==> src/rtl/ctrl_pkg.sv <==
// Shared encodings for the multi-cycle MIPS control FSM and its output decoder.
package ctrl_pkg;

    // State codes, also exported on the debug state port.
    localparam logic [3:0] ST_FETCH    = 4'd0;
    localparam logic [3:0] ST_DECODE   = 4'd1;
    localparam logic [3:0] ST_MEM_ADDR = 4'd2;
    localparam logic [3:0] ST_MEM_RD   = 4'd3;
    localparam logic [3:0] ST_MEM_WB   = 4'd4;
    localparam logic [3:0] ST_MEM_WR   = 4'd5;
    localparam logic [3:0] ST_R_EXE    = 4'd6;
    localparam logic [3:0] ST_R_WB     = 4'd7;
    localparam logic [3:0] ST_BEQ      = 4'd8;
    localparam logic [3:0] ST_JMP      = 4'd9;
    localparam logic [3:0] ST_I_EXE    = 4'd10;
    localparam logic [3:0] ST_I_WB     = 4'd11;

    typedef enum logic [3:0] {
        StFetch   = ST_FETCH,
        StDecode  = ST_DECODE,
        StMemAddr = ST_MEM_ADDR,
        StMemRd   = ST_MEM_RD,
        StMemWb   = ST_MEM_WB,
        StMemWr   = ST_MEM_WR,
        StRExe    = ST_R_EXE,
        StRWb     = ST_R_WB,
        StBeq     = ST_BEQ,
        StJmp     = ST_JMP,
        StIExe    = ST_I_EXE,
        StIWb     = ST_I_WB
    } state_e;

    // Opcode field IR[31:26].
    localparam logic [5:0] OP_R    = 6'b000000;
    localparam logic [5:0] OP_LW   = 6'b100011;
    localparam logic [5:0] OP_SW   = 6'b101011;
    localparam logic [5:0] OP_BEQ  = 6'b000100;
    localparam logic [5:0] OP_J    = 6'b000010;
    localparam logic [5:0] OP_ADDI = 6'b001000;

    // ALU control requests.
    localparam logic [1:0] ALU_ADD   = 2'b00;
    localparam logic [1:0] ALU_SUB   = 2'b01;
    localparam logic [1:0] ALU_FUNCT = 2'b10;

    // PC source mux selects.
    localparam logic [1:0] PC_ALU    = 2'b00;
    localparam logic [1:0] PC_ALUOUT = 2'b01;
    localparam logic [1:0] PC_JUMP   = 2'b10;

    // ALU B operand mux selects.
    localparam logic [1:0] SRCB_REG    = 2'b00;
    localparam logic [1:0] SRCB_FOUR   = 2'b01;
    localparam logic [1:0] SRCB_IMM    = 2'b10;
    localparam logic [1:0] SRCB_IMM_SH = 2'b11;

endpackage

==> src/rtl/ctrl_decode.sv <==
// Pure combinational decode of the current FSM state into the datapath control word.
module ctrl_decode
    import ctrl_pkg::*;
(
    input  logic [3:0] state,
    input  logic       mem_ready,
    output logic       ir_write,
    output logic       pc_write,
    output logic       pc_write_cond,
    output logic       i_or_d,
    output logic       mem_read,
    output logic       mem_write,
    output logic       mem_to_reg,
    output logic       reg_dst,
    output logic       reg_write,
    output logic       alu_src_a,
    output logic [1:0] alu_src_b,
    output logic [1:0] alu_op,
    output logic [1:0] pc_source
);

    // Moore decode per state; only the fetch load enables look at mem_ready.
    always_comb begin
        ir_write      = 1'b0;
        pc_write      = 1'b0;
        pc_write_cond = 1'b0;
        i_or_d        = 1'b0;
        mem_read      = 1'b0;
        mem_write     = 1'b0;
        mem_to_reg    = 1'b0;
        reg_dst       = 1'b0;
        reg_write     = 1'b0;
        alu_src_a     = 1'b0;
        alu_src_b     = SRCB_REG;
        alu_op        = ALU_ADD;
        pc_source     = PC_ALU;
        unique case (state)
            ST_FETCH: begin
                mem_read  = 1'b1;
                alu_src_b = SRCB_FOUR;
                // IR and PC+4 only commit once the instruction word is actually back.
                ir_write  = mem_ready;
                pc_write  = mem_ready;
            end
            ST_DECODE: begin
                alu_src_b = SRCB_IMM_SH;
            end
            ST_MEM_ADDR, ST_I_EXE: begin
                alu_src_a = 1'b1;
                alu_src_b = SRCB_IMM;
            end
            ST_MEM_RD: begin
                mem_read = 1'b1;
                i_or_d   = 1'b1;
            end
            ST_MEM_WB: begin
                reg_write  = 1'b1;
                mem_to_reg = 1'b1;
            end
            ST_MEM_WR: begin
                mem_write = 1'b1;
                i_or_d    = 1'b1;
            end
            ST_R_EXE: begin
                alu_src_a = 1'b1;
                alu_op    = ALU_FUNCT;
            end
            ST_R_WB: begin
                reg_write = 1'b1;
                reg_dst   = 1'b1;
            end
            ST_BEQ: begin
                alu_src_a     = 1'b1;
                alu_op        = ALU_SUB;
                pc_write_cond = 1'b1;
                pc_source     = PC_ALUOUT;
            end
            ST_JMP: begin
                pc_write  = 1'b1;
                pc_source = PC_JUMP;
            end
            ST_I_WB: begin
                reg_write = 1'b1;
            end
            default: begin
            end
        endcase
    end

endmodule

==> src/rtl/multi_cycle_ctrl.sv <==
// Sequencing FSM for the multi-cycle MIPS datapath, with sticky illegal flag and retire counter.
module multi_cycle_ctrl
    import ctrl_pkg::*;
#(
    parameter int unsigned CNT_W = 32
) (
    input  logic             clk,
    input  logic             rst_n,
    input  logic [5:0]       opcode,
    input  logic             mem_ready,
    output logic             ir_write,
    output logic             pc_write,
    output logic             pc_write_cond,
    output logic             i_or_d,
    output logic             mem_read,
    output logic             mem_write,
    output logic             mem_to_reg,
    output logic             reg_dst,
    output logic             reg_write,
    output logic             alu_src_a,
    output logic [1:0]       alu_src_b,
    output logic [1:0]       alu_op,
    output logic [1:0]       pc_source,
    output logic [3:0]       state,
    output logic             illegal,
    output logic [CNT_W-1:0] instr_cnt
);

    state_e           state_q, state_d;
    logic             is_store_q, is_store_d;
    logic             illegal_q, illegal_d;
    logic [CNT_W-1:0] cnt_q, cnt_d;
    logic             retire;

    // Next-state, opcode capture, illegal flag and retire counting.
    always_comb begin
        state_d    = state_q;
        is_store_d = is_store_q;
        illegal_d  = illegal_q;
        retire     = 1'b0;
        unique case (state_q)
            StFetch: if (mem_ready) state_d = StDecode;
            StDecode: begin
                unique case (opcode)
                    OP_LW: begin
                        state_d    = StMemAddr;
                        is_store_d = 1'b0;
                    end
                    OP_SW: begin
                        state_d    = StMemAddr;
                        is_store_d = 1'b1;
                    end
                    OP_R:    state_d = StRExe;
                    OP_BEQ:  state_d = StBeq;
                    OP_J:    state_d = StJmp;
                    OP_ADDI: state_d = StIExe;
                    default: begin
                        state_d   = StFetch;
                        illegal_d = 1'b1;
                    end
                endcase
            end
            // lw/sw are told apart from the opcode latched in decode, not the live IR field.
            StMemAddr: state_d = is_store_q ? StMemWr : StMemRd;
            StMemRd:   if (mem_ready) state_d = StMemWb;
            StMemWr: begin
                if (mem_ready) begin
                    state_d = StFetch;
                    retire  = 1'b1;
                end
            end
            StRExe: state_d = StRWb;
            StIExe: state_d = StIWb;
            StMemWb, StRWb, StBeq, StJmp, StIWb: begin
                state_d = StFetch;
                retire  = 1'b1;
            end
            default: state_d = StFetch;
        endcase
        cnt_d = retire ? cnt_q + CNT_W'(1) : cnt_q;
    end

    // State and status registers; reset aborts any in-flight instruction.
    always_ff @(posedge clk or negedge rst_n) begin
        if (!rst_n) begin
            state_q    <= StFetch;
            is_store_q <= 1'b0;
            illegal_q  <= 1'b0;
            cnt_q      <= '0;
        end else begin
            state_q    <= state_d;
            is_store_q <= is_store_d;
            illegal_q  <= illegal_d;
            cnt_q      <= cnt_d;
        end
    end

    assign state     = state_q;
    assign illegal   = illegal_q;
    assign instr_cnt = cnt_q;

    ctrl_decode u_decode (
        .state         (state_q),
        .mem_ready     (mem_ready),
        .ir_write      (ir_write),
        .pc_write      (pc_write),
        .pc_write_cond (pc_write_cond),
        .i_or_d        (i_or_d),
        .mem_read      (mem_read),
        .mem_write     (mem_write),
        .mem_to_reg    (mem_to_reg),
        .reg_dst       (reg_dst),
        .reg_write     (reg_write),
        .alu_src_a     (alu_src_a),
        .alu_src_b     (alu_src_b),
        .alu_op        (alu_op),
        .pc_source     (pc_source)
    );

endmodule

==> config.mk <==
export PLATFORM = sky130hd
export DESIGN_NAME = multi_cycle_ctrl
export DESIGN_NICKNAME = d
export VERILOG_FILES = /design/src/rtl/ctrl_pkg.sv /design/src/rtl/ctrl_decode.sv /design/src/rtl/multi_cycle_ctrl.sv
export SDC_FILE = /design/constraint.sdc
export NUM_CORES = 1
export LEC_CHECK = 0
export BUFFER_PORTS_ARGS = -buffer_cell sky130_fd_sc_hd__buf_2
export CELL_PAD_IN_SITES_DETAIL_PLACEMENT = 0
export CELL_PAD_IN_SITES_GLOBAL_PLACEMENT = 1
export CORE_MARGIN = 1
export CORE_UTILIZATION = 39
export DETAILED_ROUTE_END_ITERATION = 10
export GPL_ROUTABILITY_DRIVEN = 1
export PLACE_DENSITY = 0.77
export SETUP_SLACK_MARGIN = 0.4
export SYNTH_ARGS = -nofsm -noshare
export SYNTH_HDL_FRONTEND = slang
export SYNTH_HIERARCHICAL = 1
export SYNTH_SLANG_ARGS = --single-unit
==> constraint.sdc <==
create_clock -name clk -period 2.55 [get_ports clk]
set_clock_uncertainty 0.2 [all_clocks]
set_input_delay 0.3825 -clock clk [delete_from_list [all_inputs] [get_ports clk]]
set_output_delay 0.3825 -clock clk [all_outputs]
set_load 0.03 [all_outputs]
==> impl_table.tex <==
\begin{tabular}{lr}
\hline
Metric & Value \\
\hline
\multicolumn{2}{l}{\textbf{Drt}} \\
Wire length per cell & 12.5 um \\
Iteration-0 DRC count of the detailed router & 87 \\
Via Count & 1839 \\
Pre-Repair DR Iteration Count & 4 \\
DRC violation count after routing & 0 \\
Total length of routed wires & 4620 um \\
Count of antenna-violating nets left after detailed routing & 0 \\
Via count normalized by instance count & 4.97 \\
\multicolumn{2}{l}{\textbf{Placed design}} \\
DP Worst Slack & 0.315 ns \\
Placement Cell Area & 0.00256 mm\^{}2 \\
Detailed-placement wirelength estimate & 3320 um \\
IO buf count & 61 \\
Routability-driven placement congestion ratio & 0.755 \\
Placed cell count & 351 \\
\multicolumn{2}{l}{\textbf{Synthesis}} \\
Most frequent cells after synthesis & dfrtp\_1 (38), nor2\_1 (26), nand2\_1 (20), xor2\_1 (19), xnor2\_1 (15) \\
Post-synthesis sequential area ratio & 0.434 \\
Most common cell in the netlist & dfrtp\_1 \\
Area leader, netlist & dfrtp\_1 \\
Number of distinct standard cells referenced by the synthesized netlist & 45 \\
Asr flop ratio synth & 1.00 \\
Most used flip-flop cell after synthesis & dfrtp\_1 \\
Warnings, synthesis & 6 \\
Flip-flop and latch count after synthesis & 38 \\
Mapped cell area & 0.00219 mm\^{}2 \\
Post-synthesis net count & 237 \\
Syn Inst Count & 227 \\
Top cell type's share of synthesized area & 0.434 \\
Average footprint of a synthesized cell & 9.66 um\^{}2 \\
Area contributors post-synth & dfrtp\_1 (43\%), xor2\_1 (7.6\%), xnor2\_1 (6.0\%) \\
Post-synth EDFFs & 0 \\
\multicolumn{2}{l}{\textbf{Global route}} \\
Via count of the first global-routing pass & 1561 \\
Final global-route overflow total & 0 \\
First-pass GRT wire length & 7670 um \\
Maximum number of pins on one net before global-route repair & 24 \\
Total routing usage reported by global routing & 0.161 \\
Initial antenna violation count & 0 \\
\multicolumn{2}{l}{\textbf{Pwr}} \\
Leakage & 1.45 nW \\
Power, Total & 1.88 mW \\
Max IR drop VDD & 0.426 mV \\
Power density normalized to cell area & 672 mW/mm\^{}2 \\
\multicolumn{2}{l}{\textbf{Timing}} \\
Slew Limit Headroom & 0.652 \\
Minimum clock period & 2.20 ns \\
Sum of negative setup slack & 0 ns \\
Worst setup margin & 0.350 ns \\
Worst hold margin & 0.256 ns \\
Count of final setup violators & 0 \\
Final Hold Fails & 0 \\
Actual slew at the worst max-slew pin & 0.521 ns \\
Highest clock rate & 455 MHz \\
Final clock period utilization by the worst path & 0.863 \\
Final Max Slew Viols & 0 \\
Unrepaired setup endpoints after global routing & yes \\
\multicolumn{2}{l}{\textbf{Setup path}} \\
Crit. End Element & output pin \\
Flop2flop setup slack & 0.54 ns \\
Arrival time reported for the critical path endpoint & 1.62 ns \\
Type of element launching the critical path & flip-flop \\
Worst path required time & 1.97 ns \\
Classification of the worst setup path & reg2out \\
Number of cells on the worst reg-to-reg path & 6 \\
Top fanout value on the critical path & 22 \\
\multicolumn{2}{l}{\textbf{Floorplan}} \\
\# IOs & 62 \\
Area of the die & 0.00593 mm\^{}2 \\
Die Y-Extent & 77.0 um \\
Std cell rows & 26 \\
Starting density of the core & 0.416 \\
Standard cell core area & 0.00527 mm\^{}2 \\
Chip Width & 77.0 um \\
\multicolumn{2}{l}{\textbf{Finish}} \\
Filler-free cell count of the finished design & 370 \\
Final net count & 309 \\
Non-Filler Cell Area, Final & 0.00281 mm\^{}2 \\
Ant diodes & 0 \\
Layout cell share with drive strength beyond 1 & 0.347 \\
Area growth from synthesis to final layout & 27.9\% \\
Final Core Density & 0.532 \\
Total of fill cells in the finished design & 504 \\
\multicolumn{2}{l}{\textbf{Clocking}} \\
CTS Sinks & 38 \\
CTS tree & yes \\
Number of buffers created by CTS & 5 \\
Buffer levels on the longest clock path & 2 \\
Clock slew at the register clock pins of the worst setup and hold paths & 0.07 ns \\
H-Tree Level Count & 2 \\
Root Driver & clkbuf\_8 \\
Latest clock arrival within the worst-skew pair & 0.28 ns \\
\multicolumn{2}{l}{\textbf{Outcome}} \\
Result of the run & finished, final reports clean \\
\multicolumn{2}{l}{\textbf{Hold path}} \\
Worst min-delay path class & in2reg \\
Hold path depth & 4 \\
\multicolumn{2}{l}{\textbf{Flow run}} \\
Number of violations of the max-capacitance limit & 0 \\
\hline
\end{tabular}
## state kept, by name (all words and copies together), names as in the netlist
register    flops
illegal         1
instr_cnt      32
is_store_q      1
state           4
## final timing paths
path	startpoint	to
min reg2reg	instr_cnt[31]	instr_cnt[31]
min in group asynchronous	rst_n	instr_cnt[15]
max reg2reg	state[3]	instr_cnt[25]
max in group asynchronous	rst_n	instr_cnt[8]
max	state[0]	pc_write
min	opcode[4]	state[3]
## cells by family after synthesis
logic type / after synthesis / share of synthesized area
flip-flops: 38 / 0.434
AND/OR/NAND/NOR: 112 / 0.299
buffers and inverters: 19 / 0.0479
adder cells (fa/ha/maj): 1 / 0.00570
multiplexers: 4 / 0.0188
AO/OA/AOI/OAI: 19 / 0.0588
XOR/XNOR: 34 / 0.136
## routing by layer
metal,GRT usage,share of wire,routed length (um),vias up
li1,-,-,-,923
met1,0.241,0.50,2320,858
met2,0.229,0.44,2040,54
met3,0.0369,0.045,207,4
met4,0.0453,0.010,46,0
met5,0,0,0,-
## critical path, cell delays in order (launching register included)
cell,delay (ns)
dfrtp_1,0.42
buf_12,0.17
or3b_1,0.36
a211oi_2,0.18
buf_4,0.19
## power by group
group | total (mW) | internal (mW) | switching (mW)
Sequential | 0.712 | 0.650 | 0.0620
Combinational | 0.758 | 0.293 | 0.465
Clock | 0.414 | 0.218 | 0.196
Total | 1.88 | 1.16 | 0.723
## final cells by class
class / count / area (um^2) / share of cell area
inverters: 7 / 26.3 / 0.00937
multi-input cells: 170 / 1160 / 0.414
flip-flops and latches: 38 / 953 / 0.340
clock inverters: 1 / 5.00 / 0.00178
clock buffers: 7 / 86.3 / 0.0308
repair buffers: 77 / 484 / 0.173
well taps: 70 / 87.6 / 0.0312
## cell usage in the layout (no fill, tap or decap), types with 4 or more instances in the layout
cell and instances:
nand4_1 8, buf_4 16, buf_2 54, and3_1 4, nand3_1 14, a21oi_1 6, xor2_1 19, inv_1 7
dfrtp_1 36, nor2_1 26, nor3_1 8, nand2b_1 4, clkbuf_8 6, nand2_1 20, xnor2_1 15
## repair_timing
item,in CTS,in global routing
gates resized for setup,10,9
buffers inserted,1,9
setup endpoints to repair,9,18
hold buffers,1,0
hold endpoints to repair,22,0
pin swaps,0,1
(Power assumes the default switching activity.)
